### config.mk
export PLATFORM = sky130hd
export DESIGN_NAME = seq_detect_param
export DESIGN_NICKNAME = d
export VERILOG_FILES = /design/src/rtl/seq_detect_param.sv
export SDC_FILE = /design/constraint.sdc
export NUM_CORES = 1
export LEC_CHECK = 0
export BUFFER_PORTS_ARGS = -buffer_cell sky130_fd_sc_hd__buf_4
export CORE_UTILIZATION = 35
export DETAILED_ROUTE_END_ITERATION = 10
export PLACE_DENSITY = 0.55
export SLEW_MARGIN = 30
export SYNTH_ARGS = -nofsm -noshare
export SYNTH_HDL_FRONTEND = slang
export SYNTH_SLANG_ARGS = --single-unit
### constraint.sdc
create_clock -name clk -period 3.2 [get_ports clk]
set_input_delay 0.16 -clock clk [delete_from_list [all_inputs] [get_ports clk]]
set_output_delay 0.16 -clock clk [all_outputs]
set_load 0.01 [all_outputs]
### src/rtl/seq_detect_param.sv
// Serial pattern detector with a runtime-loadable pattern, overlapping or
// non-overlapping matching and a saturating match counter.
module seq_detect_param #(
  parameter int PAT_LEN = 4,
  parameter int CNT_W   = 8
) (
  input  logic               clk,
  input  logic               reset,
  input  logic               din,
  input  logic               din_valid,
  input  logic               pat_load,
  input  logic [PAT_LEN-1:0] pat_in,
  input  logic               overlap_en,
  output logic               detected,
  output logic [CNT_W-1:0]   match_count,
  output logic               armed
);

  localparam int FW = $clog2(PAT_LEN + 1);
  localparam logic [FW-1:0] FILL_MAX = FW'(PAT_LEN);
  localparam logic [FW-1:0] FILL_THR = FW'(PAT_LEN - 1);

  typedef enum logic {
    S_IDLE = 1'b0,
    S_RUN  = 1'b1
  } state_t;

  state_t             state_q, state_d;
  logic               armed_q, armed_d;
  logic               detected_q, detected_d;
  logic [CNT_W-1:0]   match_count_q, match_count_d;
  logic [PAT_LEN-1:0] pattern_q, pattern_d;
  logic [PAT_LEN-2:0] hist_q, hist_d;
  logic [FW-1:0]      fill_q, fill_d;

  logic [PAT_LEN-1:0] window;
  logic               match;

  // State and datapath registers; reset clears everything asynchronously.
  always_ff @(posedge clk or posedge reset) begin
    if (reset) begin
      state_q       <= S_IDLE;
      armed_q       <= 1'b0;
      detected_q    <= 1'b0;
      match_count_q <= '0;
      pattern_q     <= '0;
      hist_q        <= '0;
      fill_q        <= '0;
    end else begin
      state_q       <= state_d;
      armed_q       <= armed_d;
      detected_q    <= detected_d;
      match_count_q <= match_count_d;
      pattern_q     <= pattern_d;
      hist_q        <= hist_d;
      fill_q        <= fill_d;
    end
  end

  // Next-state, history shifting, match evaluation and counting.
  always_comb begin
    state_d       = state_q;
    detected_d    = 1'b0;
    match_count_d = match_count_q;
    pattern_d     = pattern_q;
    hist_d        = hist_q;
    fill_d        = fill_q;
    window        = {hist_q, din};
    match         = 1'b0;

    if (pat_load) begin
      // A load takes priority over any match completing on the same edge.
      state_d       = S_RUN;
      pattern_d     = pat_in;
      hist_d        = '0;
      fill_d        = '0;
      match_count_d = '0;
    end else if (state_q == S_RUN && din_valid) begin
      match = (fill_q >= FILL_THR) && (window == pattern_q);
      if (match) begin
        detected_d = 1'b1;
        if (match_count_q != '1) begin
          match_count_d = match_count_q + 1'b1;
        end
        if (overlap_en) begin
          hist_d = window[PAT_LEN-2:0];
          fill_d = FILL_MAX;
        end else begin
          hist_d = '0;
          fill_d = '0;
        end
      end else begin
        hist_d = window[PAT_LEN-2:0];
        fill_d = (fill_q == FILL_MAX) ? FILL_MAX : fill_q + 1'b1;
      end
    end

    armed_d = (state_d == S_RUN);
  end

  assign detected    = detected_q;
  assign match_count = match_count_q;
  assign armed       = armed_q;

endmodule

[Word-level counts from Yosys, hierarchy flattened]
Index checks and enable logic that the tools add are counted.
Storage, ports and cells
  input bits: 10
  logic and storage cells: 34
  output and inout bits: 10
  register bits: 20
Operators by class
  $add $sub $neg: 2
  multiplexer cells: 16
  equal/unequal tests: 3
  reductions and logical operators: 6
  $lt $le $gt $ge: 1
Operators with widths (count)
  8-bit two-way mux: 4
  3-bit two-way mux: 9
  8-bit by 1-bit adder with 8-bit output (second input constant): 1
  8-bit inequality test (second input constant): 1
  2-bit nonzero test: 3
  4-bit equality test: 1
  3-bit by 1-bit adder with 3-bit output (second input constant): 1
  3-bit equality test (second input constant): 1
  3-bit by 2-bit >= comparator with 1-bit output (second input constant): 1
  1-bit two-way mux: 3
  3-bit AND reduction: 1
  1-bit logical AND: 2

[Logic depth before layout (Yosys ltp)]
  word-level depth: 5
  mapped depth: 7
  depth with buffers taken out: 6

[Worst setup path after synthesis]
Ideal clock, no wire load.
  path kind: flip-flop to flip-flop
  start: reg fill_q[0]
  end: reg match_count_q[5] (netlist: match_count[5])
  data arrival time: 1.958 ns
  slack: 1.118 ns
  data required time: 3.075 ns
  setup time: 0.125 ns
  buffers on the path: 1
  period minus slack after synthesis: 2.082 ns
  stages on the path, launching flop included: 8
  cells stage by stage: dfrtp_1 ha_1 ha_1 a211oi_1 or4_4 buf_6 nor4_1 mux2_2
Between the ends
  word-level cells in the longest chain between the ends: 4
Ends and longest elaborated chain
  start, declared: RTL line 34  | logic [FW-1:0] fill_q, fill_d;
  start signal, assigned: RTL line 56  | fill_q <= fill_d;
  3-bit by 2-bit >= comparator with 1-bit output: RTL line 79  | match = (fill_q >= FILL_THR) && (window == pattern_q);
  1-bit logical AND: RTL line 79
  2-bit nonzero test (no source line)
  3-bit AND reduction (no source line)
  end signal, assigned: RTL line 53  | match_count_q <= match_count_d;
  end, declared: RTL line 31  | logic [CNT_W-1:0] match_count_q, match_count_d;
Every way passes these cells.
A chain may end at the register's enable or synchronous reset.

[Final worst setup path]
  start: reg fill_q[1]
  end: reg match_count_q[5] (netlist: match_count[5])
Same word-level chain as after synthesis.

==> results.txt <==
* Die X: 57.3 µm
- Across all hold checks on the routed design, the worst slack comes to -9.64 ps.
- LEAKAGE: 0.562 nW
* Vias after detailed routing: 859
* Fill cell count: 278
- Number of standard cells in the final layout excluding fillers: 153
- Net switching is 25.6% of the power.
- Using the TritonRoute via totals, the vias-per-cell ratio works out to 5.61.
* Worst setup path start: fill_q[1]$_DFFE_PP0P_
- The critical path is of the flip-flop to flip-flop type.
- After synthesis, flip-flops and latches occupy 46.8% of the total area.
* Post-DP Area: 0.00122 mm²
- Area share of and/or/nand/nor cells after synthesis: 17.4%
* Worst IR drop on VDD: 0.169 mV
* Post-Syn Instances: 104
- The first global-routing pass estimated 3620 µm of wire.
* Syn avg cell area: 10.3 µm²
* Final HPWL from detailed placement: 1580 µm
- Clock tree from TritonCTS: done
- Of all flip-flops after synthesis, the portion carrying an async set or reset was 100%.
- In the routed design, unresolved DRC markers number 2.
- The number of setup buffers added after CTS is 0.
- For this run, the post-layout net count is 137.
* Cell-by-cell trace of the critical path: ha_1 > ha_1 > a211oi_1 > or4_4 > nor4_1 > mux2_2
- Power spread over the standard cell area amounts to 379 mW/mm².
* Maximum clock frequency: 456 MHz
- The floorplan has 19 rows.
- The smallest clock period supported by the final layout is computed as 2190 ps.
- In the final timing run, aggregate negative setup slack is 0 ps.
- The critical path runs through a total of 6 cells.
- The checks that failed: design-rule violations, negative hold slack.
- Clock network fraction of total power: 31.1%
- Along the worst path, the maximum fanout reaches 12.
* Clock root buffer: sky130_fd_sc_hd__clkbuf_4
- Portion of total power attributed to sequential cells: 56.1%
- The region available for standard cell placement spans 0.00283 mm².
- Initial Util: 37.8%
* Number of antenna violations at the first check in global routing: 0
* Critical R2R Capture: match_count[5]$_DFFE_PP0P_
- The worst hold path belongs to the class input pin to asynchronous set/reset pin.
* Number of antenna diodes: 0
- The first routing iteration left 29 violations.
* Data required time at the worst endpoint: 3390 ps
- The run finished, with violations left.
- Post-layout total power: 478 µW
* Residual overflow from global routing: 0
- For the pin with the worst max-slew slack, the measured transition is 778 ps.
* Count of unique library cells instantiated by Yosys: 32
* Hold Violations, Final: 20
- Across every metal layer, demand over resource in global routing totals 14.3%.
- Post-CTS repair changed the size of 0 cells.
* Top post-synthesis cells by area: sky130_fd_sc_hd__dfrtp_1 47%, sky130_fd_sc_hd__mux2_2 6.3%, sky130_fd_sc_hd__ha_1 4.7%, sky130_fd_sc_hd__a21oi_1 4.2%, sky130_fd_sc_hd__o31ai_1 2.8%
* Worst Path Arrival: 2390 ps
- The startpoint identified for the worst register-to-register timing path is fill_q[1]$_DFFE_PP0P_.
- Clock edge transition at the registers on the reported setup and hold paths: 110 ps
* Mux contribution to synthesized area: 6.32%
- Total Die Area: 0.00328 mm²
- The tool flagged a number of max-cap violations equal to 0.
* Cell type contributing the most total cell area after synthesis: sky130_fd_sc_hd__dfrtp_1
- Average wire per standard cell: 14.2 µm
- Number of enable-type register cells in the synthesized netlist: 0
* Max Clock Skew: 1.35 ps
- Internal cell power: 356 µW
- Number of global-route vias before repair: 818
- In the final layout, the multi-input gates occupy 524 µm².
* Switching power total: 123 µW
* Setup Viol. Count Final: 0
* Setup slack at placement: 1010 ps
- In the synthesized netlist the dominant register cell turns out to be sky130_fd_sc_hd__dfrtp_1.
- Last element of the critical path: match_count[5]$_DFFE_PP0P_
- Cell area after synthesis: 0.00107 mm²
* Pins over their slew limit: 0
* I/O pin cnt: 20
* Y dimension of the die: 57.3 µm
* # hold bufs at CTS: 0
* Routed wire length: 2180 µm
- For the worst flop-to-flop path, the logic depth is 6.
* Ys Warns: 0
- RSZ-0062 raised after global routing: false
- In this run the deepest clock path goes through 2 buffers.
- Clock latency of the later-clocked register in the worst-skew pair: 300 ps
* Final period utilization: 68.6%
- Layout-stage area growth over the synthesis result: 17.9%
* DR pass1 iterations: 7
- Worst path most repeated cell: sky130_fd_sc_hd__ha_1
- Entering global routing, the biggest net connects 21 pins.
- Worst path setup slack after routing: 1010 ps
- Antenna Violating Nets Remaining: 0
- Kind of end point of the critical path: flip-flop
- Non-Filler Cell Area, Final: 0.00126 mm²
- STA classifies the critical path startpoint as a flip-flop.
* Worst setup slack for register-to-register paths: 1010 ps
* Area fraction in compound gates after synthesis: 17.3%
* Most frequently used cell type in the post-synthesis netlist: sky130_fd_sc_hd__dfrtp_1
- Buffers inserted during clock tree synthesis total 3.
- Fraction of synthesized cell area taken by the top area cell type: 46.8%
* Number of buffer and inverter stages on the critical path: 0
- Buffers placed on the I/O ports in this run total 19.
* Fraction of the mapped netlist area in adder cells: 4.68%
- After synthesis the netlist holds a flip-flop and latch count of 20.
- Among all stages on the critical path, the largest delay is contributed by sky130_fd_sc_hd__or4_4.
- In this design, the stage delay of the slowest critical-path cell is 610 ps.
* Syn nets: 118
* Top cell types by occurrence after synthesis: 20 x sky130_fd_sc_hd__dfrtp_1, 9 x sky130_fd_sc_hd__a21oi_1, 6 x sky130_fd_sc_hd__mux2_2, 6 x sky130_fd_sc_hd__nand2_1
- Placer's final routability congestion estimate: 0.889
- In this run the number of H-tree levels came out at 1.
- The worst pin sits at a relative slew slack of 48.1%.
- CTS sink count: 20
* Share of total power in combinational logic: 12.8%
* Share of cells above drive strength 1: 25.4%
* Xor/xnor cell area share of the yosys netlist: 3.27%
- By area, the combinational part of the netlist is dominated by simple AND/OR/NAND/NOR gates.
- Counting tap cells, the placed design contains a total of 149 instances.
* Family of cells with the greatest summed delay on the critical path: simple AND/OR/NAND/NOR gates
- Sequential cell area: 500 µm²
==> area by class of cell <==
type | instances | area share, %
clock buffers | 4 | 2.88
inverters | 5 | 1.49
multi-input cells | 74 | 41.6
flip-flops and latches | 20 | 39.7
well taps | 31 | 3.08
repair buffers | 19 | 11.3
==> through the flow <==
stage / hold slack [ps] / utilization (%)
final: -9.64 / 44.6
after global routing: 36.5 / 44.6
after CTS: 11.7 / 44.6
after detailed placement: 353 / 43.3
after global placement: 338 / 43.3
after floorplan: 124 / -
==> worst min path at each step <==
| stage | from | slack (ps) | depth (start not counted) | end |
|---|---|---|---|---|
| floorplan | reset | 120 | 1 | armed$_DFFE_PP0P_ |
| global placement | reset | 340 | 2 | match_count[7]$_DFFE_PP0P_ |
| detailed placement | reset | 350 | 2 | match_count[7]$_DFFE_PP0P_ |
| CTS | reset | 10 | 2 | match_count[7]$_DFFE_PP0P_ |
| global route | reset | 40 | 2 | match_count[7]$_DFFE_PP0P_ |
| finish | reset | -10 | 2 | match_count[7]$_DFFE_PP0P_ |
==> layer usage <==
metal / global-route usage (%) / routed length, µm
met5: 0 / 0
met4: 6.62 / 27
met3: 2.95 / 71
met2: 21.7 / 1050
met1: 19.7 / 1030
==> kinds of logic (layout without fill, tap and decap cells) <==
logic type / after synthesis / in the layout
buffers and inverters: 10 / 28
AND/OR/NAND/NOR: 33 / 33
XOR/XNOR: 4 / 4
flip-flops: 20 / 20
multiplexers: 6 / 6
AO/OA/AOI/OAI: 27 / 27
adder cells (fa/ha/maj): 4 / 4
==> power by group through the flow <==
stage          registers [mW]  logic [mW]  clock network, mW
2_1_floorplan           0.272      0.0433                  0
3_3_place_gp            0.273      0.0603                  0
3_5_place_dp            0.273      0.0612                  0
4_1_cts                 0.268      0.0616              0.158
5_1_grt                 0.269      0.0685              0.166
6_report                0.268      0.0610              0.149
==> worst reg2reg max path, stage by stage (launching register included) <==
cell	delay, ps
sky130_fd_sc_hd__dfrtp_1	410
sky130_fd_sc_hd__ha_1	180
sky130_fd_sc_hd__ha_1	140
sky130_fd_sc_hd__a211oi_1	60
sky130_fd_sc_hd__or4_4	610
sky130_fd_sc_hd__nor4_1	300
sky130_fd_sc_hd__mux2_2	390
==> layout by cell type (no fill, tap or decap), types with 3 or more instances in the layout <==
| master | n |
|---|---|
| sky130_fd_sc_hd__nand3_1 | 4 |
| sky130_fd_sc_hd__nor4_1 | 3 |
| sky130_fd_sc_hd__o21ai_0 | 3 |
| sky130_fd_sc_hd__nor2_1 | 5 |
| sky130_fd_sc_hd__a22o_1 | 3 |
| sky130_fd_sc_hd__buf_4 | 19 |
| sky130_fd_sc_hd__mux2_2 | 6 |
| sky130_fd_sc_hd__nand2_1 | 6 |
| sky130_fd_sc_hd__ha_1 | 4 |
| sky130_fd_sc_hd__clkbuf_4 | 3 |
| sky130_fd_sc_hd__a21oi_1 | 9 |
| sky130_fd_sc_hd__inv_1 | 5 |
| sky130_fd_sc_hd__or4_1 | 4 |
| sky130_fd_sc_hd__o31ai_1 | 4 |
| sky130_fd_sc_hd__dfrtp_1 | 20 |
==> sequential cells by signal (all words and copies together), names as in the netlist <==
name and count:
detected 1, match_count 8, pattern_q 4, armed 1, hist_q 3, fill_q 3
Note: power is estimated with default switching activity, not from simulation.
